**src/rtl/div_seq.sv**
```systemverilog
// div_seq: radix-2 restoring DIV/DIVU sequencer producing hi=remainder, lo=quotient
module div_seq #(
  parameter int DATA_W = 32
) (
  input  logic              clk,
  input  logic              rst,
  input  logic              start_i,
  input  logic              signed_i,
  input  logic [DATA_W-1:0] dividend_i,
  input  logic [DATA_W-1:0] divisor_i,
  input  logic              annul_i,
  output logic              stall_o,
  output logic              ready_o,
  output logic [DATA_W-1:0] result_hi_o,
  output logic [DATA_W-1:0] result_lo_o
);
  localparam int CW = $clog2(DATA_W);
  typedef enum logic [1:0] {IDLE, BYZERO, RUN, DONE} state_t;
  state_t state_q, state_d;
  logic [CW-1:0] cnt_q, cnt_d;
  logic [DATA_W-1:0] rem_q, rem_d, quo_q, quo_d, dvs_q, dvs_d, hi_q, hi_d, lo_q, lo_d;
  logic [DATA_W-1:0] abs_a, abs_b, rem_n, quo_n;
  logic [DATA_W:0] trial;
  logic negq_q, negq_d, negr_q, negr_d, ready_q, ready_d, go;
  assign go = start_i & ~annul_i;
  assign abs_a = (signed_i & dividend_i[DATA_W-1]) ? -dividend_i : dividend_i;
  assign abs_b = (signed_i & divisor_i[DATA_W-1]) ? -divisor_i : divisor_i;
  assign trial = {rem_q, quo_q[DATA_W-1]} - {1'b0, dvs_q};
  assign rem_n = trial[DATA_W] ? {rem_q[DATA_W-2:0], quo_q[DATA_W-1]} : trial[DATA_W-1:0];
  assign quo_n = {quo_q[DATA_W-2:0], ~trial[DATA_W]};
  assign stall_o = (state_q == IDLE & go) | state_q == RUN | state_q == BYZERO;
  assign ready_o = ready_q;
  assign result_hi_o = hi_q;
  assign result_lo_o = lo_q;
  always_ff @(posedge clk) begin
    if (rst) begin
      state_q <= IDLE;
      cnt_q <= '0;
      rem_q <= '0;
      quo_q <= '0;
      dvs_q <= '0;
      hi_q <= '0;
      lo_q <= '0;
      negq_q <= 1'b0;
      negr_q <= 1'b0;
      ready_q <= 1'b0;
    end else begin
      state_q <= state_d;
      cnt_q <= cnt_d;
      rem_q <= rem_d;
      quo_q <= quo_d;
      dvs_q <= dvs_d;
      hi_q <= hi_d;
      lo_q <= lo_d;
      negq_q <= negq_d;
      negr_q <= negr_d;
      ready_q <= ready_d;
    end
  end
  always_comb begin
    state_d = state_q;
    cnt_d = cnt_q;
    rem_d = rem_q;
    quo_d = quo_q;
    dvs_d = dvs_q;
    hi_d = hi_q;
    lo_d = lo_q;
    negq_d = negq_q;
    negr_d = negr_q;
    ready_d = ready_q;
    unique case (state_q)
      IDLE: if (go) begin
        state_d = divisor_i == '0 ? BYZERO : RUN;
        cnt_d = '0;
        rem_d = '0;
        quo_d = abs_a;
        dvs_d = abs_b;
        negq_d = signed_i & (dividend_i[DATA_W-1] ^ divisor_i[DATA_W-1]);
        negr_d = signed_i & dividend_i[DATA_W-1];
      end
      RUN: if (annul_i) state_d = IDLE;
      else begin
        rem_d = rem_n;
        quo_d = quo_n;
        cnt_d = cnt_q + 1'b1;
        if (cnt_q == CW'(DATA_W - 1)) begin
          state_d = DONE;
          ready_d = 1'b1;
          hi_d = negr_q ? -rem_n : rem_n;
          lo_d = negq_q ? -quo_n : quo_n;
        end
      end
      BYZERO: if (annul_i) state_d = IDLE;
      else begin
        state_d = DONE;
        ready_d = 1'b1;
        hi_d = '0;
        lo_d = '0;
      end
      DONE: if (annul_i | ~start_i) begin
        state_d = IDLE;
        ready_d = 1'b0;
      end
    endcase
  end
endmodule

```
**config.mk**
```make
export PLATFORM = sky130hd
export DESIGN_NAME = div_seq
export DESIGN_NICKNAME = d
export VERILOG_FILES = /design/src/rtl/div_seq.sv
export SDC_FILE = /design/constraint.sdc
export NUM_CORES = 1
export LEC_CHECK = 0
export CAP_MARGIN = 20
export CORE_MARGIN = 5
export CORE_UTILIZATION = 40
export DETAILED_ROUTE_END_ITERATION = 8
export HOLD_SLACK_MARGIN = 0.12
export PLACE_DENSITY = 0.69
export SLEW_MARGIN = 5
export SYNTH_ARGS = -nofsm -noshare
export SYNTH_HDL_FRONTEND = slang
export SYNTH_SLANG_ARGS = --single-unit
```
**constraint.sdc**
```tcl
create_clock -name clk -period 8.4 [get_ports clk]
set_clock_uncertainty 0.1 [all_clocks]
set_input_delay 1.68 -clock clk [delete_from_list [all_inputs] [get_ports clk]]
set_output_delay 1.68 -clock clk [all_outputs]
set_load 0.02 [all_outputs]
```
==> run summary, run 1 <==
Initial Utilization - 40.5%
Number of fill cells in the layout - 2679
Post-cts resize count - 0
Syn Area/Cell - 7.63 um^2
Multi-input logic area - 7330 um^2
Setup Buffers After CTS - 0
EDFF count, synth - 0
Status - complete, no violations
GRT Overall Usage - 20.6%
Warning count from the yosys run - 0
# port buffers - 134
FFs w/ async S/R, synth - 0%
Clk_lat worst skew - 0.44 ns
Total die area - 31700 um^2
First-pass GRT wire length - 53200 um
Die Y - 178 um
Pre-antenna DRT Iters - 5
Worst Tran Pin Value - 1.13 ns
Dpl cell area - 12800 um^2
Synth cell types - 74
Vias in the first global route - 10.1k
Post-Synthesis Cells - 1481
Final antenna-violating net count - 0
Hold Buf Count CTS - 0
Drt via density - 5.63
Final min period - 5.93 ns
CTS Buf Count - 17
Hold Fails Final Rpt - 0
Ant diodes - 0
Final WL - 33100 um
Cell Rows - 61
Layout cells sized above 1 - 4.94%
Post-route DRC violation count - 0
Worst EP arrival - 4.15 ns
Crit path max fanout - 61
Worst Path Required - 6.62 ns
CTS tree - built
Crit Path Category - input port to output pin
Setup crit end kind - output pin
Syn Std Cell Area - 11300 um^2
Yosys reg bits - 170
Clock-pin slew on the worst setup and hold paths - 0.07 ns
GPL Wtd Cong - 0.912
Largest net degree at the start of global routing - 76
Worst VDD drop - 0.188 mV
Dpl cells - 1907
Commonest non-fill, non-tap cell in the layout - nand2_1
Max Freq - 0.169 GHz
Worst hold slack - 0.352 ns
Post-DR wirelength/cell - 17.1 um
Static Leak - 4.89 nW
Core Area - 27900 um^2
Finished Cell Area - 13500 um^2
Drt initial violations - 831
Die Width - 178 um
CTS H-tree depth - 4
Initial antenna violation count - 0
RSZ-0062 raised after global routing - no
Max Cap Viol - 0
Clock buffer depth - 2
Global route overflow - 0
Setup crit start kind - input port
Sequential-to-total area share from yosys stat - 30.1%
Layout area overhead - 19.1%
Register area - 3400 um^2
Sink Count - 170
Final worst-path cycle share - 70.6%
Final setup viols - 0
Nets - 1661
Number of I/O pins - 135
Fin util - 48.3%
Highest-count cells in the layout ignoring fill and taps - 199 x nand2_1, 170 x dfxtp_1, 145 x nor2_1, 133 x clkdlybuf4s50_1, 117 x a21oi_1
Worst hold path class - flip-flop to flip-flop
PD cells - 259 nW/um^2
Fin. max-slew vios - 0
Top FF cell, synth - dfxtp_1
Clock Tree Root - clkbuf_16
Max_slew headroom - 24.8%
Setup_tns - 0 ns
Total number of vias - 10.9k
Final Non-Filler Cells - 1938
Post-DP HPWL - 24600 um
Syn Nets - 1594
==> registers in the layout (all words and copies together), names as in the netlist <==
name	flops
dvs_q	32
cnt_q	5
result_lo_o	32
result_hi_o	32
quo_q	32
negr_q	1
ready_o	1
rem_q	32
state_q	2
negq_q	1
==> through the flow <==
| step | power (W) | worst slack, ns |
|---|---|---|
| finish | 0.00349 | 2.47 |
| global route | 0.00370 | 2.31 |
| CTS | 0.00348 | 2.48 |
| detailed placement | 0.00262 | 2.49 |
| global placement | 0.00260 | 2.52 |
| floorplan | 0.00220 | 3.80 |
==> per-layer routing <==
layer / up-vias / global-route usage [%] / routed length, um
met2: 355 / 31.7 / 14800
met5: - / 0 / 0
met3: 46 / 3.62 / 2130
met4: 0 / 6.25 / 664
met1: 5079 / 29.5 / 15500
li1: 5422 / - / -
==> power by group <==
group	leakage (nW)	internal [W]	switching (W)
combinational	3.21	0.000603	0.00106
sequential	1.38	0.000888	0.0000890
clock	0.303	0.000510	0.000340
total	4.89	0.00200	0.00149
==> critical path, stage by stage <==
cell and delay [ns]:
clkdlybuf4s50_1 0.49, nor2b_1 0.29, and2_2 0.87, or3_1 0.21
clkdlybuf4s50_1 0.60
==> synth_stat cells, types with 32 or more instances <==
library cell | n | area share, %
nand2_1 | 199 | 6.6
dfxtp_1 | 170 | 30
nor2_1 | 147 | 4.9
a21oi_1 | 117 | 5.2
o21ai_0 | 93 | 4.1
xnor2_1 | 88 | 6.8
clkbuf_1 | 78 | 2.6
xor2_1 | 55 | 4.3
inv_1 | 53 | 1.8
a22oi_1 | 47 | 3.1
ha_1 | 43 | 4.8
nor3_1 | 35 | 1.6
a22o_1 | 32 | 2.5
==> cells by family after synthesis <==
| group | Yosys count | share of synthesized area (%) |
|---|---|---|
| buffers and inverters | 150 | 5.25 |
| AOI/OAI and AO/OA | 439 | 25.9 |
| and+or+nand+nor | 516 | 20.9 |
| xor gates and xnor gates | 143 | 11.1 |
| muxes | 19 | 1.83 |
| adders and majority gates | 44 | 4.94 |
| DFF | 170 | 30.1 |
==> path summary, 6_finish.rpt <==
path / from / endpoint / slack, ns / cells past startpoint
worst min-delay path: result_hi_o[3]$_SDFFE_PP0P_ / result_hi_o[3]$_SDFFE_PP0P_ / 0.35 / 2
worst max register to register: quo_q[31]$_SDFFE_PP0P_ / result_hi_o[6]$_SDFFE_PP0P_ / 3.48 / 18
worst max-delay path: annul_i / stall_o / 2.47 / 5
worst min register to register: result_hi_o[3]$_SDFFE_PP0P_ / result_hi_o[3]$_SDFFE_PP0P_ / 0.35 / 2
==> area by class of cell <==
| class | count | area share [%] |
|---|---|---|
| Multi-Input combinational cell | 1161 | 54.5 |
| Sequential cell | 170 | 25.3 |
| Timing Repair Buffer | 144 | 10.5 |
| Clock buffer | 23 | 3.70 |
| Tap cell | 378 | 3.52 |
| Inverter | 54 | 1.51 |
| Clock inverter | 8 | 0.976 |
Note: power is estimated with default switching activity, not from simulation.
==> inputs of run 2 (changes only) <==
==> constraint.sdc (replaced) <==
create_clock -name clk -period 5.66 [get_ports clk]
set_clock_uncertainty 0.1 [all_clocks]
set_input_delay 1.132 -clock clk [delete_from_list [all_inputs] [get_ports clk]]
set_output_delay 1.132 -clock clk [all_outputs]
set_load 0.02 [all_outputs]
==> run summary, run 2 (synthesis results as in run 1) <==
Core Area - 27900 um^2 (unchanged)
Drt initial violations - 900 (+8.3%)
Final WL - 34300 um (+3.6%)
Setup_tns - 0 ns (unchanged)
First-pass GRT wire length - 54300 um (+2.1%)
Initial antenna violation count - 0 (unchanged)
Clock buffer depth - 2 (unchanged)
Worst hold path class - flip-flop to flip-flop
Hold path start - result_hi_o[8]$_SDFFE_PP0P_
Vias in the first global route - 10.1k (+0.18%)
Final setup viols - 0 (unchanged)
Sink Count - 170 (unchanged)
Highest-delay cell along the critical path - xnor2_2
Largest net degree at the start of global routing - 79 (+3.9%)
Worst Hold Depth - 2 (unchanged)
Highest Signal Layer - met4
R2r setup slk - 0.82 ns (-2.66 ns)
Commonest non-fill, non-tap cell in the layout - nand2_1
Status - complete, no violations
Worst Tran Pin Value - 1.06 ns (-0.0674 ns)
Number of I/O pins - 135 (unchanged)
PD cells - 380 nW/um^2 (+47%)
Final worst-path cycle share - 85.5%
Post-route DRC violation count - 0 (unchanged)
Max Cap Viol - 0 (unchanged)
Layout area overhead - 19.2% (about the same)
Post-cts resize count - 0 (unchanged)
Layout cells sized above 1 - 5.24% (+0.30 points)
Die Y - 178 um (unchanged)
Wl on met1 - 16200 um (+4.5%)
Critical path's top delay family - compound AO/OA/AOI/OAI gates
Worst path cell trace - inv_1 -> ha_1 -> inv_1 -> fa_1 -> a211oi_2 -> o21a_2 -> a2111oi_2 -> or3b_4 -> a31oi_4 -> xnor2_2 -> inv_2 -> buf_4 -> nand2_1 -> o21ai_0 -> inv_1 -> ha_1 -> inv_1 -> or3_1 -> o21ai_1 -> xnor2_1 -> a22o_1
Setup crit end kind - flip-flop
# port buffers - 134 (unchanged)
Min-Delay Endpoint - result_hi_o[8]$_SDFFE_PP0P_
GPL Wtd Cong - 0.903 (-1.0%)
Post-DR wirelength/cell - 17.7 um (+3.3%)
Global route overflow - 0 (unchanged)
GRT Overall Usage - 21.3% (+0.65 points)
Max_slew headroom - 29.3% (+4.5 points)
Initial Utilization - 40.5% (unchanged)
R2R Path Start - quo_q[31]$_SDFFE_PP0P_
Nets - 1665 (+0.24%)
Most used cell, CP - inv_1
Max Freq - 0.207 GHz
Worst VDD drop - 0.241 mV (+28%)
Clk_lat worst skew - 0.45 ns (about the same)
Total number of vias - 11.0k (+0.91%)
Final min period - 4.84 ns
CTS tree - built
Pre-antenna DRT Iters - 5 (unchanged)
Clock Tree Root - clkbuf_16
Crit path max fanout - 28 (-54%)
Setup crit start kind - flip-flop
Reg2reg path depth - 21 (+3)
Worst Path Required - 5.90 ns (-0.72 ns)
Static Leak - 4.89 nW (about the same)
Worst EP arrival - 5.08 ns (+0.93 ns)
Crit path largest cell delay - 0.64 ns (-0.23 ns)
FF-to-FF End - result_hi_o[6]$_SDFFE_PP0P_
CTS Buf Count - 17 (unchanged)
Drt via density - 5.66 (+0.65%)
Met2 WL - 15500 um (+4.5%)
Clock-pin slew on the worst setup and hold paths - 0.08 ns (about the same)
Worst Setup SP - quo_q[31]$_SDFFE_PP0P_
Hold Buf Count CTS - 0 (unchanged)
RSZ-0062 raised after global routing - no
Ant diodes - 0 (unchanged)
Post-DP HPWL - 26100 um (+5.7%)
Hold Fails Final Rpt - 0 (unchanged)
Highest-count cells in the layout ignoring fill and taps - 199 x nand2_1, 170 x dfxtp_1, 145 x nor2_1, 133 x clkdlybuf4s50_1, 117 x a21oi_1
WP buf/inv - 6 (+4)
Final antenna-violating net count - 0 (unchanged)
Number of fill cells in the layout - 2710 (+1.2%)
Fin. max-slew vios - 0 (unchanged)
Fin util - 48.3% (about the same)
Die Width - 178 um (unchanged)
Crit Path Category - flip-flop to flip-flop
Setup Buffers After CTS - 0 (unchanged)
Cell Rows - 61 (unchanged)
Total die area - 31700 um^2 (unchanged)
CTS H-tree depth - 4 (unchanged)
DR WL met3 - 1990 um (-6.6%)
run 2: cell types whose count changed in the layout (fill, tap and decap cells not counted):
cell / previous run / this run
clkinv_8: 0 / 3
inv_6: 3 / 1
buf_8: 0 / 1
clkinvlp_4: 2 / 3
clkinv_4: 0 / 2
buf_16: 0 / 1
bufinv_16: 3 / 0
inv_8: 0 / 5
clkbuf_8: 5 / 0
buf_4: 11 / 13
run 2: layout make-up:
| type | count | area (um^2) | area share, % |
|---|---|---|---|
| Multi-Input combinational cell | 1161 | 7330 | 54.5 |
| Sequential cell | 170 | 3400 | 25.3 |
| Timing Repair Buffer | 148 | 1470 | 10.9 |
| Tap cell | 378 | 473 | 3.51 |
| Clock buffer | 18 | 429 | 3.19 |
| Inverter | 54 | 203 | 1.51 |
| Clock inverter | 14 | 154 | 1.14 |
run 2: how the worst max path moves through the flow:
stage / endpoint / slack, ns / cells after the start
finish: result_hi_o[6]$_SDFFE_PP0P_ / 0.82 / 21
floorplan: result_lo_o[28]$_SDFFE_PP0P_ / 1.06 / 23
global route: result_hi_o[6]$_SDFFE_PP0P_ / 0.48 / 21
detailed placement: result_hi_o[6]$_SDFFE_PP0P_ / 0.94 / 21
global placement: result_hi_o[6]$_SDFFE_PP0P_ / 1.02 / 21
CTS: result_hi_o[6]$_SDFFE_PP0P_ / 0.88 / 21
run 2: where the power goes:
| group | switching, W | internal [W] |
|---|---|---|
| clock | 0.000585 | 0.000590 |
| sequential | 0.000127 | 0.00132 |
| combinational | 0.00159 | 0.000911 |
| total | 0.00230 | 0.00282 |
run 2: metal layers:
metal  vias up  global-route usage [%]
met5         -                       0
met1      5168                    30.9
met4         0                    6.12
met2       358                    33.2
li1       5435                       -
met3        40                    2.54
run 2: through the flow:
stage          setup slack [ns]  hold WS [ns]  power (W)  instance area (um^2)  std cells
2_1_floorplan              1.06         0.332    0.00326                 11300       1481
3_3_place_gp               1.02         0.343    0.00391                 12800       1909
3_5_place_dp              0.941         0.360    0.00394                 12900       1910
4_1_cts                   0.885         0.370    0.00510                 13400       1942
5_1_grt                   0.477         0.384    0.00544                 13500       1943
6_report                  0.820         0.368    0.00512                 13500       1943
run 2: tightest hold or removal path, cell delays in order (launching register included):
cell and delay [ns]:
dfxtp_1 0.31, nand2_1 0.06, a21oi_1 0.05
